`config.mk`:
```
export PLATFORM = sky130hd
export DESIGN_NAME = route_arb2
export DESIGN_NICKNAME = d
export VERILOG_FILES = /design/src/rtl/route_arb_pkg.sv /design/src/rtl/route_arb2_rr_pick2.sv /design/src/rtl/route_arb2.sv
export SDC_FILE = /design/constraint.sdc
export NUM_CORES = 1
export LEC_CHECK = 0
export CORE_AREA = 2 2 39 41
export CTS_BUF_LIST = sky130_fd_sc_hd__clkbuf_2 sky130_fd_sc_hd__clkbuf_4 sky130_fd_sc_hd__clkbuf_8
export CTS_CLUSTER_DIAMETER = 120
export DETAILED_ROUTE_END_ITERATION = 10
export DIE_AREA = 0 0 41 43
export GPL_ROUTABILITY_DRIVEN = 0
export HOLD_SLACK_MARGIN = 0.15
export PLACE_DENSITY = 0.66
export SYNTH_ARGS = -nofsm -noshare
export SYNTH_HDL_FRONTEND = slang
export SYNTH_SLANG_ARGS = --single-unit
```
`constraint.sdc`:
```
create_clock -name clk -period 1 [get_ports clk]
set_input_delay 0.25 -clock clk [delete_from_list [all_inputs] [get_ports clk]]
set_output_delay 0.25 -clock clk [all_outputs]
set_load 0.05 [all_outputs]
```
`src/rtl/route_arb_pkg.sv`:
```
// Shared types and constants for the route_arb2 flit-select arbiter.
package route_arb_pkg;

  localparam int unsigned FLIT_W   = 11;
  localparam int unsigned TAIL_BIT = 10;

  localparam logic SEL_X = 1'b0;
  localparam logic SEL_Y = 1'b1;

  typedef enum logic [1:0] {
    ARB   = 2'd0,
    GRANT = 2'd1,
    XFER  = 2'd2
  } state_t;

endpackage

```
`src/rtl/route_arb2_rr_pick2.sv`:
```
// Two-way round-robin pick with an optional lock that restricts eligibility to one input.
module rr_pick2
  import route_arb_pkg::*;
(
  input  logic [1:0] req,
  input  logic       last_grant,
  input  logic       lock_en,
  input  logic       lock_owner,
  output logic       gnt_valid,
  output logic       gnt_sel
);

  always_comb begin
    gnt_valid = 1'b0;
    gnt_sel   = SEL_X;
    if (lock_en) begin
      gnt_valid = req[lock_owner];
      gnt_sel   = lock_owner;
    end else begin
      unique case (req)
        2'b01:   begin gnt_valid = 1'b1; gnt_sel = SEL_X; end
        2'b10:   begin gnt_valid = 1'b1; gnt_sel = SEL_Y; end
        2'b11:   begin gnt_valid = 1'b1; gnt_sel = ~last_grant; end
        default: begin gnt_valid = 1'b0; gnt_sel = SEL_X; end
      endcase
    end
  end

endmodule

```
`src/rtl/route_arb2.sv`:
```
// Issues one mux select token per flit from snooped X/Y handshakes, round-robin.
// Define ROUTE_ARB_PKT_LOCK_EN to hold the grant on one input until a tail flit passes.
module route_arb2
  import route_arb_pkg::*;
(
  input  logic              clk,
  input  logic              reset,
  input  logic              x_valid,
  input  logic              x_ready,
  input  logic [FLIT_W-1:0] x_data,
  input  logic              y_valid,
  input  logic              y_ready,
  input  logic [FLIT_W-1:0] y_data,
  output logic              c_valid,
  input  logic              c_ready,
  output logic              c_data,
  output logic              locked,
  output logic              owner
);

  state_t state, state_nxt;
  logic   c_valid_nxt, c_data_nxt, owner_nxt, locked_nxt;
  logic   last_grant, last_grant_nxt;
  logic   gnt_valid, gnt_sel;
  logic   own_xfer;
  logic   unused_data;

  // Only the tail flag of each flit matters here.
  assign unused_data = ^{x_data, y_data};

  assign own_xfer = owner ? (y_valid & y_ready) : (x_valid & x_ready);

`ifdef ROUTE_ARB_PKT_LOCK_EN
  logic own_tail;
  assign own_tail = owner ? y_data[TAIL_BIT] : x_data[TAIL_BIT];
`endif

  rr_pick2 u_pick (
    .req        ({y_valid, x_valid}),
    .last_grant (last_grant),
    .lock_en    (locked),
    .lock_owner (owner),
    .gnt_valid  (gnt_valid),
    .gnt_sel    (gnt_sel)
  );

  always_ff @(posedge clk or posedge reset) begin
    if (reset) begin
      state      <= ARB;
      c_valid    <= 1'b0;
      c_data     <= SEL_X;
      owner      <= SEL_X;
      locked     <= 1'b0;
      last_grant <= SEL_Y;
    end else begin
      state      <= state_nxt;
      c_valid    <= c_valid_nxt;
      c_data     <= c_data_nxt;
      owner      <= owner_nxt;
      locked     <= locked_nxt;
      last_grant <= last_grant_nxt;
    end
  end

  always_comb begin
    state_nxt      = state;
    c_valid_nxt    = c_valid;
    c_data_nxt     = c_data;
    owner_nxt      = owner;
    locked_nxt     = locked;
    last_grant_nxt = last_grant;
    unique case (state)
      ARB: begin
        if (gnt_valid) begin
          c_valid_nxt = 1'b1;
          c_data_nxt  = gnt_sel;
          owner_nxt   = gnt_sel;
          state_nxt   = GRANT;
        end
      end
      GRANT: begin
        if (c_ready) begin
          c_valid_nxt = 1'b0;
          state_nxt   = XFER;
        end
      end
      XFER: begin
        // Non-owner handshakes are ignored; only the granted flit closes the token.
        if (own_xfer) begin
          last_grant_nxt = owner;
`ifdef ROUTE_ARB_PKT_LOCK_EN
          locked_nxt     = ~own_tail;
`else
          locked_nxt     = 1'b0;
`endif
          state_nxt      = ARB;
        end
      end
      default: begin
        state_nxt   = ARB;
        c_valid_nxt = 1'b0;
      end
    endcase
  end

endmodule

```
### Word-level counts from Yosys, hierarchy flattened

Cells that the tools add are included.

| operators by class | value |
|---|---|
| mux-type cells | 10 |
| bitwise operators | 4 |
| reduce and logical (&&, ||, !) cells | 6 |
| equality and inequality tests | 8 |

Operators with widths:

| cell | number |
|---|---|
| == test 2 bit, second input constant | 3 |
| two-way mux 2 bit | 3 |
| inequality test 2 bit, second input constant | 3 |
| one-hot mux 2 bit (3 select lines) | 1 |
| AND reduction 3 bit | 2 |
| == test 2 x 1 -> 1 bit, second input constant | 2 |
| two-way mux 1 bit | 4 |
| AND reduction 2 bit | 2 |
| one-hot mux 1 bit (3 select lines) | 1 |
| OR reduction 3 bit | 1 |
| AND 1 bit | 2 |
| zero test 2 bit | 1 |
| NOT 1 bit | 2 |
| one-hot mux 1 bit (2 select lines) | 1 |

| word-level totals | value |
|---|---|
| bits in registers | 5 |

### Logic depth before layout (Yosys ltp)

| logic depth | value |
|---|---|
| depth in word-level cells | 5 |
| depth in mapped cells | 3 |

### By module

Synthesis repeated with hierarchy kept, for this count alone.

| second synthesis, totals | value |
|---|---|
| cells, all modules | 29 |
| area total of the unflattened synthesis | 285.3 µm² |

Modules (own cells, without submodules):

| module | seq. area each (µm²) | area each (µm²) | instances | cells an instance |
|---|---|---|---|---|
| route_arb2 | 126.4 | 236.5 | 1 | 23 |
| rr_pick2 | 0.0 | 48.8 | 1 | 6 |

### Worst setup path before layout

Ideal clock, no wire load.

| path | value |
|---|---|
| path type | reg-to-output |
| from | register owner |
| to | output owner |
| slack | -0.181 ns |
| data required time | 0.750 ns |
| stages on the path, launching flop included | 2 |
| buffers on the path | 1 |
| data arrival time | 0.931 ns |
| cells stage by stage | dfrtp_1 > buf_4 |

RTL lines:

| what | line | RTL |
|---|---|---|
| start, declared | route_arb2.sv:18 | `output logic owner` |
| start signal, assigned | route_arb2.sv:59 | `owner <= owner_nxt;` |

No word-level cell between the ends.

==> summary.md <==
| Metric | Value |
|---|---|
| DRC violations left | 0 |
| Final worst path period need | 1.115 ns |
| Status | finished with violations |
| Syn nets | 57 |
| Number of max-cap violations | 0 |
| Clk_skew | 0.001504 ns |
| CTS tree | done |
| Distinct cells, synth | 17 |
| Fin. max-slew vios | 0 |
| Final ANT Viol Nets | 0 |
| Initial antenna violation count | 0 |
| Sink Count | 5 |
| Yosys Warn Count | 0 |
| CP top delay family | flip-flops |
| Routed wire length | 535 um |
| Share of flip-flops with an asynchronous set or reset | 100.0% |
| Unrepaired setup endpoints after global routing | true |
| Top post-synthesis cells by area | dfrtp_1, dfstp_2, buf_4, nand2_1, nand3b_1 |
| Area leader, netlist | dfrtp_1 |
| Std-Cell Rows | 14 |
| Top Ports | 33 |
| WHS | 0.1989 ns |
| Clock latency on the worst-skew pair | 0.25 ns |
| Ys flop type | dfrtp_1 |
| Die footprint | 1763 um^2 |
| Placement Setup Slack | -0.2500 ns |
| Hold Buf Count CTS | 0 |
| Total CTS buffers | 3 |
| Placed instance area | 390.4 um^2 |
| CP max stage cell | dfrtp_2 |
| Seq/Total Area, Yosys | 49.27% |
| Vias in the first global route | 224 |
| Worst Path Buf+Inv | 1 |
| Fin worst setup slack | -0.1148 ns |
| Worst Path Required | 0.75 ns |
| Number of synthesized register bits | 5 |
| DR iter-0 viols | 1 |
| Syn Inst Count | 28 |
| Htree depth | 1 |
| Fin crit share | 111.5% |
| Share of cells above drive strength 1 | 31.71% |
| Nature of the critical path endpoint | output port |
| WS Path Type | reg -> out |
| Top fanout value on the critical path | 5 |
| Antenna cells | 0 |
| Overflow left after global routing | 0 |
| Final number of setup-violating endpoints | 3 |
| Initial Util | 18.54% |
| First-pass GRT wire length | 910 um |
| Peak Freq | 897.0 MHz |
| Post-synth EDFFs | 0 |
| Worst setup SP type | register |
| P per Cell Area | 3517 nW/um^2 |
| Max stage delay on crit path | 0.45 ns |
| DR vias/cell | 4.175 |
| I/O Buffers | 9 |
| Stages on the worst setup path | 1 |
| CP arrival | 0.86 ns |
| Final hold violations | 0 |
| Dpl hpwl | 420.6 um |
| Via count | 238 |
| Max IR drop VDD | 0.7241 mV |
| Post-synth top area share | 39.02% |
| Die W | 41 um |
| Final core utilization | 31.01% |
| Core Region | 1384 um^2 |
| WL/cell | 9.386 um |
| Leak | 0.1914 nW |
| Fill count | 158 |
| Pre-Repair DR Iteration Count | 2 |
| CP startpoint | owner |
| FF-to-FF Start | owner |
| Syn_area_per_cell | 9.161 um^2 |
| Final #Nets | 71 |
| Clk buf depth | 2 |
| Min-Delay Path Class | in -> async |
| Root Buffer | clkbuf_4 |
| Largest net degree at the start of global routing | 7 |
| Synth-to-Final Area Change | 67.32% |
| Final instance area | 429.2 um^2 |
| Tot GR Track Use | 8.258% |
| Failing checks | negative setup slack |
| Mapped Area | 256.5 um^2 |
| Reg2reg path depth | 3 |
| Clock transition at path regs | 0.05 ns |
| Chip height | 43 um |
| CP cell instances | buf_12 |
==> synthesized netlist by cell type (2+ instances only) <==
cell type	number
nor2_1	2
buf_4	2
nand3b_1	2
o21ai_1	2
dfrtp_1	4
nand2_1	4
o21ai_0	2
==> what timing repair did <==
item | in CTS | in global routing
endpoints found under the setup margin | 4 | 6
pin swaps | 0 | 1
resized for setup | 1 | 3
buffers inserted | 1 | 0
==> final timing paths <==
path / slack (ns) / to
worst max-delay path: -0.11 / c_data
worst min-delay path: 0.20 / state[1]
worst min register to register: 0.49 / last_grant
max in group asynchronous: 0.56 / last_grant
min in group clk: 0.36 / last_grant
worst max register to register: 0.07 / state[1]
==> cell families (layout without fill, tap and decap cells) <==
kind of cell / Yosys count / after routing / share of synthesized area, %
AO/OA/AOI/OAI: 7 / 7 / 18.54
buffers and inverters: 3 / 16 / 7.314
flip-flops: 5 / 5 / 49.27
other: 1 / 1 / 1.462
AND/OR/NAND/NOR: 12 / 12 / 23.41
==> per-layer routing <==
metal  part of all wire, %  wire, um  vias up  global-route usage [%]
met2                    46       244        9                   11.56
li1                      -         -      120                       -
met1                    42       225      106                   8.766
met5                     0         0        -                       0
met3                   6.9        37        3                   3.141
met4                   5.0        27        0                   8.000
==> cell usage in the layout (no fill, tap or decap), types with 2 or more instances in the layout <==
cell type,count
o21ai_1,4
buf_4,2
nand2_1,4
buf_12,3
clkbuf_4,4
dfrtp_1,3
clkdlybuf4s50_1,4
nor2_1,2
nand3b_1,2
==> report_power, final <==
group	total [mW]	switching (mW)	internal, mW
logic	0.794	0.375	0.419
registers	0.442	0.121	0.320
clock network	0.274	0.0950	0.179
==> registers in the layout, summed over array words and instances (netlist names) <==
register    count
state           2
c_valid         1
last_grant      1
owner           1
==> cell type report <==
cell class	count	area (um^2)	area share, %
inverters	1	3.754	0.8746
multi-input cells	20	111.4	25.95
well taps	16	20.02	4.665
flip-flops and latches	5	127.6	29.74
clock buffers	4	30.03	6.997
repair buffers	11	136.4	31.78
==> metrics by stage <==
stage | TNS, ns | std cells | power [mW]
after floorplan | 0 | 28 | 0.8701
after global placement | -1.084 | 52 | 1.199
after detailed placement | -1.156 | 52 | 1.214
after CTS | -0.3046 | 57 | 1.520
after global routing | -0.3452 | 57 | 1.607
final | -0.2874 | 57 | 1.509
No activity file was read; power rests on OpenSTA's default activity.
